### src/rtl/pv1000_mem_arbiter.sv
// pv1000_mem_arbiter: shares the single synchronous system RAM port between
// cartridge download writes, the CPU and the VDP. It also stretches the
// console reset across a download and for a fixed time after it.
//
// Handshake (CPU and VDP): the requester raises req with we/addr/wdata and
// holds them stable. The access is issued in the cycle the arbiter grants it.
// ack pulses for one cycle in the following cycle, together with rdata.
// A req level seen in the ack cycle is a new request, but the arbiter never
// grants a requester whose own ack is still pending. So each requester gets
// at most one access every two cycles.
module pv1000_mem_arbiter #(
    parameter int AW             = 16,
    parameter int DW             = 8,
    parameter int VDP_MAX_WAIT   = 4,
    parameter int POST_DL_CYCLES = 255
) (
    input  logic          clk,
    input  logic          reset,
    input  logic          dl_active,
    input  logic          dl_wr,
    input  logic [AW-1:0] dl_addr,
    input  logic [DW-1:0] dl_data,
    input  logic          cpu_req,
    input  logic          cpu_we,
    input  logic [AW-1:0] cpu_addr,
    input  logic [DW-1:0] cpu_wdata,
    output logic          cpu_ack,
    output logic [DW-1:0] cpu_rdata,
    input  logic          vdp_req,
    input  logic [AW-1:0] vdp_addr,
    output logic          vdp_ack,
    output logic [DW-1:0] vdp_rdata,
    output logic [AW-1:0] mem_addr,
    output logic          mem_we,
    output logic [DW-1:0] mem_wdata,
    input  logic [DW-1:0] mem_rdata,
    output logic          hold_reset,
    output logic [1:0]    o_dbg_state
);

    localparam logic [3:0] LP_MAX_WAIT = 4'(VDP_MAX_WAIT);
    localparam logic [7:0] LP_POST_DL  = 8'(POST_DL_CYCLES);

    // Pending-ack state: records which requester, if any, was issued last cycle.
    typedef enum logic [1:0] {
        ST_IDLE    = 2'd0,
        ST_ACK_CPU = 2'd1,
        ST_ACK_VDP = 2'd2
    } state_t;

    typedef enum logic [1:0] {
        GNT_NONE = 2'd0,
        GNT_DL   = 2'd1,
        GNT_CPU  = 2'd2,
        GNT_VDP  = 2'd3
    } grant_t;

    state_t          r_state;
    logic [3:0]      r_wait_cnt;
    logic [7:0]      r_hcnt;
    logic [AW-1:0]   r_last_addr;
    logic [DW-1:0]   r_cpu_rdata;
    logic [DW-1:0]   r_vdp_rdata;

    grant_t          w_gnt;
    logic            w_cpu_busy;
    logic            w_vdp_busy;
    logic            w_cpu_ack;
    logic            w_vdp_ack;

    assign w_cpu_busy = (r_state == ST_ACK_CPU);
    assign w_vdp_busy = (r_state == ST_ACK_VDP);

    // A pending ack that coincides with reset is dropped rather than delivered.
    assign w_cpu_ack = w_cpu_busy && !reset;
    assign w_vdp_ack = w_vdp_busy && !reset;

    // Pick this cycle's winner; a requester with its own ack pending is skipped.
    always_comb begin
        w_gnt = GNT_NONE;
        if (reset) begin
            w_gnt = GNT_NONE;
        end else if (dl_active) begin
            if (dl_wr) begin
                w_gnt = GNT_DL;
            end
        end else if (vdp_req && (r_wait_cnt >= LP_MAX_WAIT) && !w_vdp_busy) begin
            w_gnt = GNT_VDP;
        end else if (cpu_req && !w_cpu_busy) begin
            w_gnt = GNT_CPU;
        end else if (vdp_req && !w_vdp_busy) begin
            w_gnt = GNT_VDP;
        end
    end

    // Drive the RAM port from the winner; with no winner the address is parked.
    always_comb begin
        mem_addr  = r_last_addr;
        mem_we    = 1'b0;
        mem_wdata = '0;
        case (w_gnt)
            GNT_DL: begin
                mem_addr  = dl_addr;
                mem_we    = 1'b1;
                mem_wdata = dl_data;
            end
            GNT_CPU: begin
                mem_addr  = cpu_addr;
                mem_we    = cpu_we;
                mem_wdata = cpu_wdata;
            end
            GNT_VDP: begin
                mem_addr  = vdp_addr;
            end
            default: begin
                if (reset) begin
                    mem_addr = '0;
                end
            end
        endcase
    end

    // Remember the last driven address so idle cycles hold it.
    always_ff @(posedge clk) begin
        if (reset) begin
            r_last_addr <= '0;
        end else begin
            r_last_addr <= mem_addr;
        end
    end

    // Pending-ack FSM and the VDP starvation counter.
    always_ff @(posedge clk) begin
        if (reset) begin
            r_state    <= ST_IDLE;
            r_wait_cnt <= 4'd0;
        end else begin
            case (w_gnt)
                GNT_CPU: r_state <= ST_ACK_CPU;
                GNT_VDP: r_state <= ST_ACK_VDP;
                default: r_state <= ST_IDLE;
            endcase
            if (!vdp_req || (w_gnt == GNT_VDP)) begin
                r_wait_cnt <= 4'd0;
            end else if (r_wait_cnt != 4'hF) begin
                r_wait_cnt <= r_wait_cnt + 4'd1;
            end
        end
    end

    // Capture read data in the ack cycle so it stays visible afterwards.
    always_ff @(posedge clk) begin
        if (reset) begin
            r_cpu_rdata <= '0;
            r_vdp_rdata <= '0;
        end else begin
            if (w_cpu_ack && !cpu_we) begin
                r_cpu_rdata <= mem_rdata;
            end
            if (w_vdp_ack) begin
                r_vdp_rdata <= mem_rdata;
            end
        end
    end

    // Post-download reset stretch: reload while loading, then count down.
    always_ff @(posedge clk) begin
        if (reset || dl_active) begin
            r_hcnt <= LP_POST_DL;
        end else if (r_hcnt != 8'd0) begin
            r_hcnt <= r_hcnt - 8'd1;
        end
    end

    assign cpu_ack     = w_cpu_ack;
    assign vdp_ack     = w_vdp_ack;
    assign cpu_rdata   = reset ? '0 : ((w_cpu_ack && !cpu_we) ? mem_rdata : r_cpu_rdata);
    assign vdp_rdata   = reset ? '0 : (w_vdp_ack ? mem_rdata : r_vdp_rdata);
    assign hold_reset  = dl_active | (r_hcnt != 8'd0);
    assign o_dbg_state = r_state;

endmodule

### config.mk
export PLATFORM = sky130hd
export DESIGN_NAME = pv1000_mem_arbiter
export DESIGN_NICKNAME = d
export VERILOG_FILES = /design/src/rtl/pv1000_mem_arbiter.sv
export SDC_FILE = /design/constraint.sdc
export NUM_CORES = 1
export LEC_CHECK = 0
export ABC_AREA = 1
export CAP_MARGIN = 25
export CORE_MARGIN = 1.5
export CORE_UTILIZATION = 35
export DETAILED_ROUTE_END_ITERATION = 6
export GPL_TIMING_DRIVEN = 1
export HOLD_SLACK_MARGIN = 0.1
export PLACE_DENSITY = 0.72
export SETUP_SLACK_MARGIN = 0.05
export SYNTH_ARGS = -nofsm -noshare
export SYNTH_HDL_FRONTEND = slang
export SYNTH_SLANG_ARGS = --single-unit
### constraint.sdc
create_clock -name clk -period 4.5 [get_ports clk]
set_input_delay 0.45 -clock clk [delete_from_list [all_inputs] [get_ports clk]]
set_output_delay 0.45 -clock clk [all_outputs]
set_load 0.03 [all_outputs]
==> impl_table.tex, run 1 <==
\begin{tabular}{lr}
\hline
Metric & Value \\
\hline
\multicolumn{2}{l}{\textbf{Worst setup path}} \\
\quad Critical path arrival & 3.06 ns \\
\quad Critical Path Start Type & input pin \\
\quad Kind of end point of the critical path & output port \\
\quad Maximum fanout along the worst path & 25 \\
\quad WP data required & 4.05 ns \\
\quad Worst setup path category & input pin to output port \\
\multicolumn{2}{l}{\textbf{Timing}} \\
\quad Minimum period implied by the final worst setup slack & 3.51 ns \\
\quad Setup TNS after final layout & 0 ns \\
\quad Pins over their slew limit & 0 \\
\quad Achievable clock frequency & 0.285 GHz \\
\quad Setup repair after global routing missed its margin & false \\
\quad Actual slew at the worst max-slew pin & 0.933 ns \\
\quad Number of setup violations in the final report & 0 \\
\quad Max\_slew headroom & 37.8\% \\
\quad Fin. Hold Viols & 0 \\
\quad Final critical-path share of the clock period & 78.1\% \\
\quad Fin Hold WS & 0.473 ns \\
\quad Post-Route Skew & 0.00603 ns \\
\multicolumn{2}{l}{\textbf{Floorplan}} \\
\quad Vertical extent of the die & 85.7 um \\
\quad Area of the core & 6490 um2 \\
\quad Number of top-level pins & 125 \\
\quad Total number of placement rows & 29 \\
\quad Die footprint & 7350 um2 \\
\quad Die width & 85.7 um \\
\quad Initial Utilization & 36.9\% \\
\multicolumn{2}{l}{\textbf{Clocking}} \\
\quad \# H-tree levels & 2 \\
\quad TritonCTS Buffers & 5 \\
\quad Worst-path clk slew & 0.08 ns \\
\quad Clock Root Buffer & clkbuf\_8 \\
\quad Latest clock arrival within the worst-skew pair & 0.30 ns \\
\quad Count of instances resized after the clock tree is built & 0 \\
\quad Hold\_buf cts & 0 \\
\quad Deepest clock path buffer count & 2 \\
\quad CTS Sinks & 46 \\
\quad Buffers inserted during post-CTS setup optimization & 0 \\
\quad TritonCTS clock tree & done \\
\multicolumn{2}{l}{\textbf{Yosys}} \\
\quad Syn. warnings & 0 \\
\quad Portion of the post-synthesis area used by sequential elements & 38.4\% \\
\quad Cell types with the largest area share after synthesis & dfxtp\_1, nand2\_1, a21oi\_1 \\
\quad Syn Area/Cell & 6.73 um2 \\
\quad Biggest area consumer among synthesized cells & dfxtp\_1 \\
\quad Top-area cell type share of the netlist area & 38.4\% \\
\quad Post-synth net total & 443 \\
\quad Synth unique cells & 26 \\
\quad Post-Syn Area & 2400 um2 \\
\quad Number of storage elements in the synthesis netlist & 46 \\
\quad Cells after Synth & 356 \\
\multicolumn{2}{l}{\textbf{Power}} \\
\quad Net load switching power & 0.237 mW \\
\quad Clock Power Share & 37.7\% \\
\quad Total chip power & 0.987 mW \\
\quad Reported leakage power & 1.65 nW \\
\quad Power Internal & 0.750 mW \\
\quad Part of the power in registers & 42.4\% \\
\quad Peak VDD IR & 167 uV \\
\quad Power per unit of standard cell area & 264 nW/um2 \\
\quad Gate power share & 19.9\% \\
\quad Fraction of power spent switching nets & 24.0\% \\
\multicolumn{2}{l}{\textbf{Detailed routing}} \\
\quad Per-cell via count in the routed design & 4.71 \\
\quad DRT iter0 DRCs & 78 \\
\quad Final routed DRC violation total & 0 \\
\quad Pre-Repair DR Iteration Count & 4 \\
\quad Overall via count from detail\_route & 2596 \\
\quad Post-detailed-route count of antenna-violating nets & 0 \\
\quad Detailed-route wire length per cell & 12.3 um \\
\quad Post-detailed-routing wire length & 6.75 mm \\
\multicolumn{2}{l}{\textbf{Global routing}} \\
\quad Antenna violations before repair & 0 \\
\quad Number of global-route vias before repair & 2502 \\
\quad Global-route usage over all layers & 18.9\% \\
\quad Pin count of the biggest net entering global routing & 26 \\
\quad Leftover overflow at the end of global routing & 0 \\
\quad Global-route wire length before repair & 11.3 mm \\
\multicolumn{2}{l}{\textbf{Final layout}} \\
\quad Total non-filler cell area in the finished layout & 3730 um2 \\
\quad Final antenna diode count & 0 \\
\quad Share of the core filled with cells & 57.5\% \\
\quad Area Growth Syn to Fin & 55.8\% \\
\quad Nets@finish & 560 \\
\quad Fraction of layout cells with a size suffix above 1 & 11.4\% \\
\multicolumn{2}{l}{\textbf{Placed design}} \\
\quad HPWL reported at the end of detailed placement & 4.99 mm \\
\quad Cell area reported after detailed placement & 3590 um2 \\
\quad Placer Congestion & 0.744 \\
\quad Port Buffer Count & 124 \\
\multicolumn{2}{l}{\textbf{Hold path}} \\
\quad HP Class & flip-flop to flip-flop \\
\multicolumn{2}{l}{\textbf{Run}} \\
\quad Max-cap violations & 0 \\
\multicolumn{2}{l}{\textbf{Run status}} \\
\quad Status & complete, no violations \\
\hline
\end{tabular}
-- cells by family after synthesis --
family                   share of synthesized area (%)
AO/OA/AOI/OAI                                     12.8
AND/OR/NAND/NOR                                   36.3
flip-flops                                        38.4
adder cells (fa/ha/maj)                           4.18
buffers and inverters                             7.57
XOR/XNOR                                         0.731
-- stage by stage --
| step | worst slack [ns] | instances |
|---|---|---|
| 2_1_floorplan | 1.87 | 356 |
| 3_3_place_gp | 0.993 | 543 |
| 3_5_place_dp | 0.953 | 543 |
| 4_1_cts | 0.944 | 551 |
| 5_1_grt | 0.674 | 551 |
| 6_report | 0.987 | 551 |
-- worst paths after layout --
kind                  start             end  slack [ns]  cells after the start
max reg2reg  o_dbg_state[1]  r_last_addr[2]        1.96                     11
min               r_hcnt[6]       r_hcnt[6]        0.47                      2
min reg2reg       r_hcnt[6]       r_hcnt[6]        0.47                      2
max                   reset     mem_addr[6]        0.99                     12
-- cell type report --
cell class | instances | area [um2]
timing repair buffer | 125 | 1190
inverter | 25 | 93.8
multi-input combinational | 270 | 1290
sequential | 46 | 921
clock inverter | 2 | 60.1
tap | 77 | 96.3
clock buffer | 6 | 82.6
fill | 603 | 2760
-- per-layer routing --
layer | wire length, um | vias to the layer above | global-route usage [%]
met5 | 0 | - | 0
met3 | 598 | 5 | 6.06
li1 | - | 1374 | -
met1 | 3050 | 1125 | 22.8
met4 | 48 | 0 | 3.96
met2 | 3050 | 92 | 32.9
-- power by group through the flow --
stage          logic (mW)  registers [mW]  clock network, mW
6_report            0.197           0.419              0.372
5_1_grt             0.215           0.420              0.402
3_5_place_dp        0.198           0.428                  0
3_3_place_gp        0.197           0.428                  0
2_1_floorplan      0.0919           0.428                  0
4_1_cts             0.199           0.419              0.383
-- synthesized netlist by cell type --
cell type and number:
inv_2 3, o211ai_1 1, a21oi_1 33, buf_2 10, nand3_1 33, xor2_1 1
inv_1 21, nor3_4 1, nor2_2 3, or2_1 1, nor2_4 1, nand2_2 2
buf_4 3, nor3_1 2, clkinv_1 1, nor2_1 17, xnor2_1 1, ha_1 8
a31oi_1 1, o21ai_0 15, nand2_1 140, clkbuf_1 1, buf_6 1, dfxtp_1 46
o21ai_2 6, nand3_2 4
-- registers in the layout, summed over array words and instances, names as in the netlist --
name         count
o_dbg_state      2
r_vdp_rdata      8
r_last_addr     16
r_cpu_rdata      8
r_wait_cnt       4
r_hcnt           8
-- cells in the final DEF (no fill, tap or decap) --
master,count
nand2_1,140
clkdlybuf4s50_1,99
dfxtp_1,46
nand3_1,33
a21oi_1,33
buf_4,26
inv_1,21
nor2_1,17
o21ai_0,15
ha_1,8
o21ai_2,6
clkbuf_8,6
nand3_2,4
inv_2,3
nor2_2,3
nor3_1,2
nand2_2,2
bufinv_16,2
o211ai_1,1
nor2_4,1
clkinv_1,1
nor3_4,1
or2_1,1
a31oi_1,1
xnor2_1,1
xor2_1,1
-- worst max-delay path: stages --
cell and delay [ns]:
clkdlybuf4s50_1 0.48, inv_2 0.27, nand2_1 0.15, nor3_1 0.20, nand2_1 0.07, nand2_1 0.13
ha_1 0.77, nand2_1 0.13, nand3_1 0.11, nand2_1 0.07, nand2_1 0.08, buf_4 0.16
No activity file was read; power rests on OpenSTA's default activity.
==> run 2, diff against run 1 <==
- PLACE_DENSITY: 0.72 -> 0.75
- clock period: 4.5 -> 2.8 ns (I/O delays scaled with it)
==> run 2 against run 1 <==
  * Power increased by 44%
  * Clock power rose by 12%
  * Critical path depth grew 2
  * Sequential share of layout area shrank 0.19 points
  * Count of clock-buffer cells in the layout fell by 1
  * Non-clock buffer count up 8
  * Combinational power up 71%
  * Core utilization is 0.52 points higher
  * Cell area increased by 0.90%
  * Die area stayed put
  * Clock skew rose by 0.0056 ns
  * Critical endpoint is now mem_addr[0]
==> impl_table.tex, run 2 (synthesis gave the netlist of run 1 again) <==
\begin{tabular}{lr}
\hline
Metric & Value \\
\hline
\multicolumn{2}{l}{\textbf{Worst setup path}} \\
\quad WP data required & 2.52 ns \\
\quad Cell depth of the worst flop-to-flop path & 13 \\
\quad Top Family by Delay on Critical Path & simple AND/OR/NAND/NOR gates \\
\quad End of the worst register-to-register path & r\_last\_addr[0] \\
\quad Kind of end point of the critical path & output port \\
\quad Sum of buffers and inverters on the critical path & 5 \\
\quad Worst setup path category & flip-flop to output port \\
\quad Register-to-Register Setup Slack & 0.88 ns \\
\quad Critical Path Start Type & flip-flop \\
\quad Slowest stage cell on the critical path & dfxtp\_1 \\
\quad Depth of the critical timing path with buffers and inverters included & 14 \\
\quad Critical Path Sink & mem\_addr[0] \\
\quad Cells traversed along the worst timing path & inv\_1 -> nand2\_2 -> inv\_6 -> nor3\_1 -> nand2\_1 -> nand2\_2 -> inv\_1 -> ha\_2 -> buf\_12 -> nand2\_1 -> nand3\_1 -> nand2\_1 -> nand2\_1 -> buf\_4 \\
\quad Start of the worst register-to-register path & o\_dbg\_state[0] \\
\quad Maximum fanout along the worst path & 21 \\
\quad Crit path top cell by count & nand2\_1 \\
\quad CP peak stage delay & 0.34 ns \\
\quad Critical path arrival & 2.22 ns \\
\quad CP Launch Point & o\_dbg\_state[0] \\
\multicolumn{2}{l}{\textbf{Timing}} \\
\quad Post-Route Skew & 0.0116 ns \\
\quad Fin. Hold Viols & 0 \\
\quad Max\_slew headroom & 77.3\% \\
\quad Fin Hold WS & 0.474 ns \\
\quad Setup repair after global routing missed its margin & true \\
\quad Achievable clock frequency & 0.400 GHz \\
\quad Pins over their slew limit & 0 \\
\quad Number of setup violations in the final report & 0 \\
\quad Setup TNS after final layout & 0 ns \\
\quad Final critical-path share of the clock period & 89.3\% \\
\quad Actual slew at the worst max-slew pin & 0.339 ns \\
\quad Minimum period implied by the final worst setup slack & 2.50 ns \\
\multicolumn{2}{l}{\textbf{Floorplan}} \\
\quad Vertical extent of the die & 85.7 um \\
\quad Total number of placement rows & 29 \\
\quad Initial Utilization & 36.9\% \\
\quad Area of the core & 6490 um2 \\
\quad Die width & 85.7 um \\
\quad Die footprint & 7350 um2 \\
\quad Number of top-level pins & 125 \\
\multicolumn{2}{l}{\textbf{Clocking}} \\
\quad Clock Root Buffer & clkbuf\_8 \\
\quad TritonCTS clock tree & done \\
\quad Deepest clock path buffer count & 2 \\
\quad \# H-tree levels & 2 \\
\quad Hold\_buf cts & 0 \\
\quad CTS Sinks & 46 \\
\quad Worst-path clk slew & 0.09 ns \\
\quad TritonCTS Buffers & 5 \\
\quad Latest clock arrival within the worst-skew pair & 0.30 ns \\
\multicolumn{2}{l}{\textbf{Detailed routing}} \\
\quad DRT iter0 DRCs & 78 \\
\quad Post-detailed-routing wire length & 6.71 mm \\
\quad Final routed DRC violation total & 0 \\
\quad Post-detailed-route count of antenna-violating nets & 0 \\
\quad Detailed-route wire length per cell & 12.0 um \\
\quad Overall via count from detail\_route & 2626 \\
\quad Pre-Repair DR Iteration Count & 7 \\
\quad Per-cell via count in the routed design & 4.70 \\
\multicolumn{2}{l}{\textbf{Power}} \\
\quad Fraction of power spent switching nets & 28.4\% \\
\quad Gate power share & 23.6\% \\
\quad Net load switching power & 0.405 mW \\
\quad Power Internal & 1.02 mW \\
\quad Reported leakage power & 1.70 nW \\
\quad Peak VDD IR & 251 uV \\
\quad Part of the power in registers & 47.3\% \\
\quad Clock Power Share & 29.1\% \\
\quad Power per unit of standard cell area & 378 nW/um2 \\
\multicolumn{2}{l}{\textbf{Final layout}} \\
\quad Final antenna diode count & 0 \\
\quad Fraction of layout cells with a size suffix above 1 & 16.8\% \\
\quad Most frequent cells in the layout & nand2\_1, clkdlybuf4s50\_1, dfxtp\_1 \\
\quad Most frequent standard cell in the layout excluding fill and tap cells & nand2\_1 \\
\quad Flip-flop count of the largest register, all copies and words added & 16 \\
\quad Nets@finish & 568 \\
\quad Largest Register & r\_last\_addr \\
\quad Area Growth Syn to Fin & 57.2\% \\
\multicolumn{2}{l}{\textbf{Placed design}} \\
\quad Port Buffer Count & 124 \\
\quad Placer Congestion & 0.775 \\
\quad HPWL reported at the end of detailed placement & 5.14 mm \\
\multicolumn{2}{l}{\textbf{Global routing}} \\
\quad Global-route usage over all layers & 18.3\% \\
\quad Pin count of the biggest net entering global routing & 26 \\
\quad Leftover overflow at the end of global routing & 0 \\
\quad Number of global-route vias before repair & 2517 \\
\quad Antenna violations before repair & 0 \\
\quad Global-route wire length before repair & 11.0 mm \\
\multicolumn{2}{l}{\textbf{Run}} \\
\quad Max-cap violations & 0 \\
\multicolumn{2}{l}{\textbf{Hold path}} \\
\quad HP Class & flip-flop to flip-flop \\
\multicolumn{2}{l}{\textbf{Run status}} \\
\quad Status & complete, no violations \\
\hline
\end{tabular}
==> run 2: cell count changes in the layout (fill, tap and decap cells not counted), sizes merged, moves of 2 or more <==
| cell | change |
|---|---|
| bufinv | -2 |
| clkinvlp | +3 |
| clkdlybuf4s50 | -14 |
| buf | +22 |
==> run 2: metal layers <==
layer / wire length, um / GRT usage, % / part of all wire (%)
met2: 3090 / 32.1 / 46
met1: 2880 / 21.6 / 43
met3: 655 / 5.77 / 9.8
met5: 0 / 0 / 0
met4: 78 / 4.99 / 1.2
==> run 2: layout make-up <==
type | instances | area (um2)
fillers | 621 | 2730
flip-flops and latches | 46 | 922
inverters | 25 | 103
well taps | 77 | 96.3
repair buffers | 133 | 1250
multi-input cells | 270 | 1300
clock buffers | 5 | 68.8
clock inverters | 3 | 23.8
==> run 2: repair_timing <==
item	4_1_cts	5_1_grt
setup endpoints to repair	3	25
setup buffers	0	1
pin swaps	0	1
cloned	0	0
resized for setup	1	7
==> run 2: how the worst min path moves through the flow <==
stage / start / endpoint / slack, ns / cells past startpoint
2_1_floorplan: reset / r_hcnt[3] / 0.41 / 2
3_3_place_gp: r_hcnt[6] / r_hcnt[6] / 0.44 / 2
3_5_place_dp: r_hcnt[6] / r_hcnt[6] / 0.46 / 2
4_1_cts: r_last_addr[7] / r_last_addr[7] / 0.48 / 2
5_1_grt: r_last_addr[8] / r_last_addr[8] / 0.49 / 2
6_report: r_last_addr[15] / r_last_addr[15] / 0.47 / 2
==> run 2: worst reg2reg max path: stages (launching register included) <==
cell and delay [ns]:
dfxtp_1 0.32, inv_1 0.15, nand2_2 0.15, inv_6 0.13, nor3_1 0.06, nand2_1 0.07
nand2_2 0.07, inv_1 0.11, ha_2 0.25, buf_12 0.17, nand2_1 0.07, nand3_1 0.07
nand2_1 0.07, a21oi_1 0.15
==> run 2: metrics by stage <==
step / utilization [%] / instances / power [mW] / instance area (um2) / setup WS, ns
finish: 58.0 / 559 / 1.42 / 3770 / 0.300
floorplan: - / 356 / 0.836 / 2400 / 0.338
global route: 58.0 / 559 / 1.49 / 3770 / 0.0624
CTS: 57.4 / 558 / 1.43 / 3730 / 0.0670
detailed placement: 55.9 / 550 / 1.02 / 3630 / 0.205
global placement: 55.9 / 550 / 1.01 / 3630 / 0.229
==> run 2: power groups by stage <==
| stage | combinational [mW] | clock [mW] | sequential (mW) |
|---|---|---|---|
| 2_1_floorplan | 0.148 | 0 | 0.689 |
| 3_3_place_gp | 0.326 | 0 | 0.688 |
| 3_5_place_dp | 0.328 | 0 | 0.688 |
| 4_1_cts | 0.329 | 0.428 | 0.673 |
| 5_1_grt | 0.365 | 0.455 | 0.675 |
| 6_report | 0.336 | 0.415 | 0.673 |
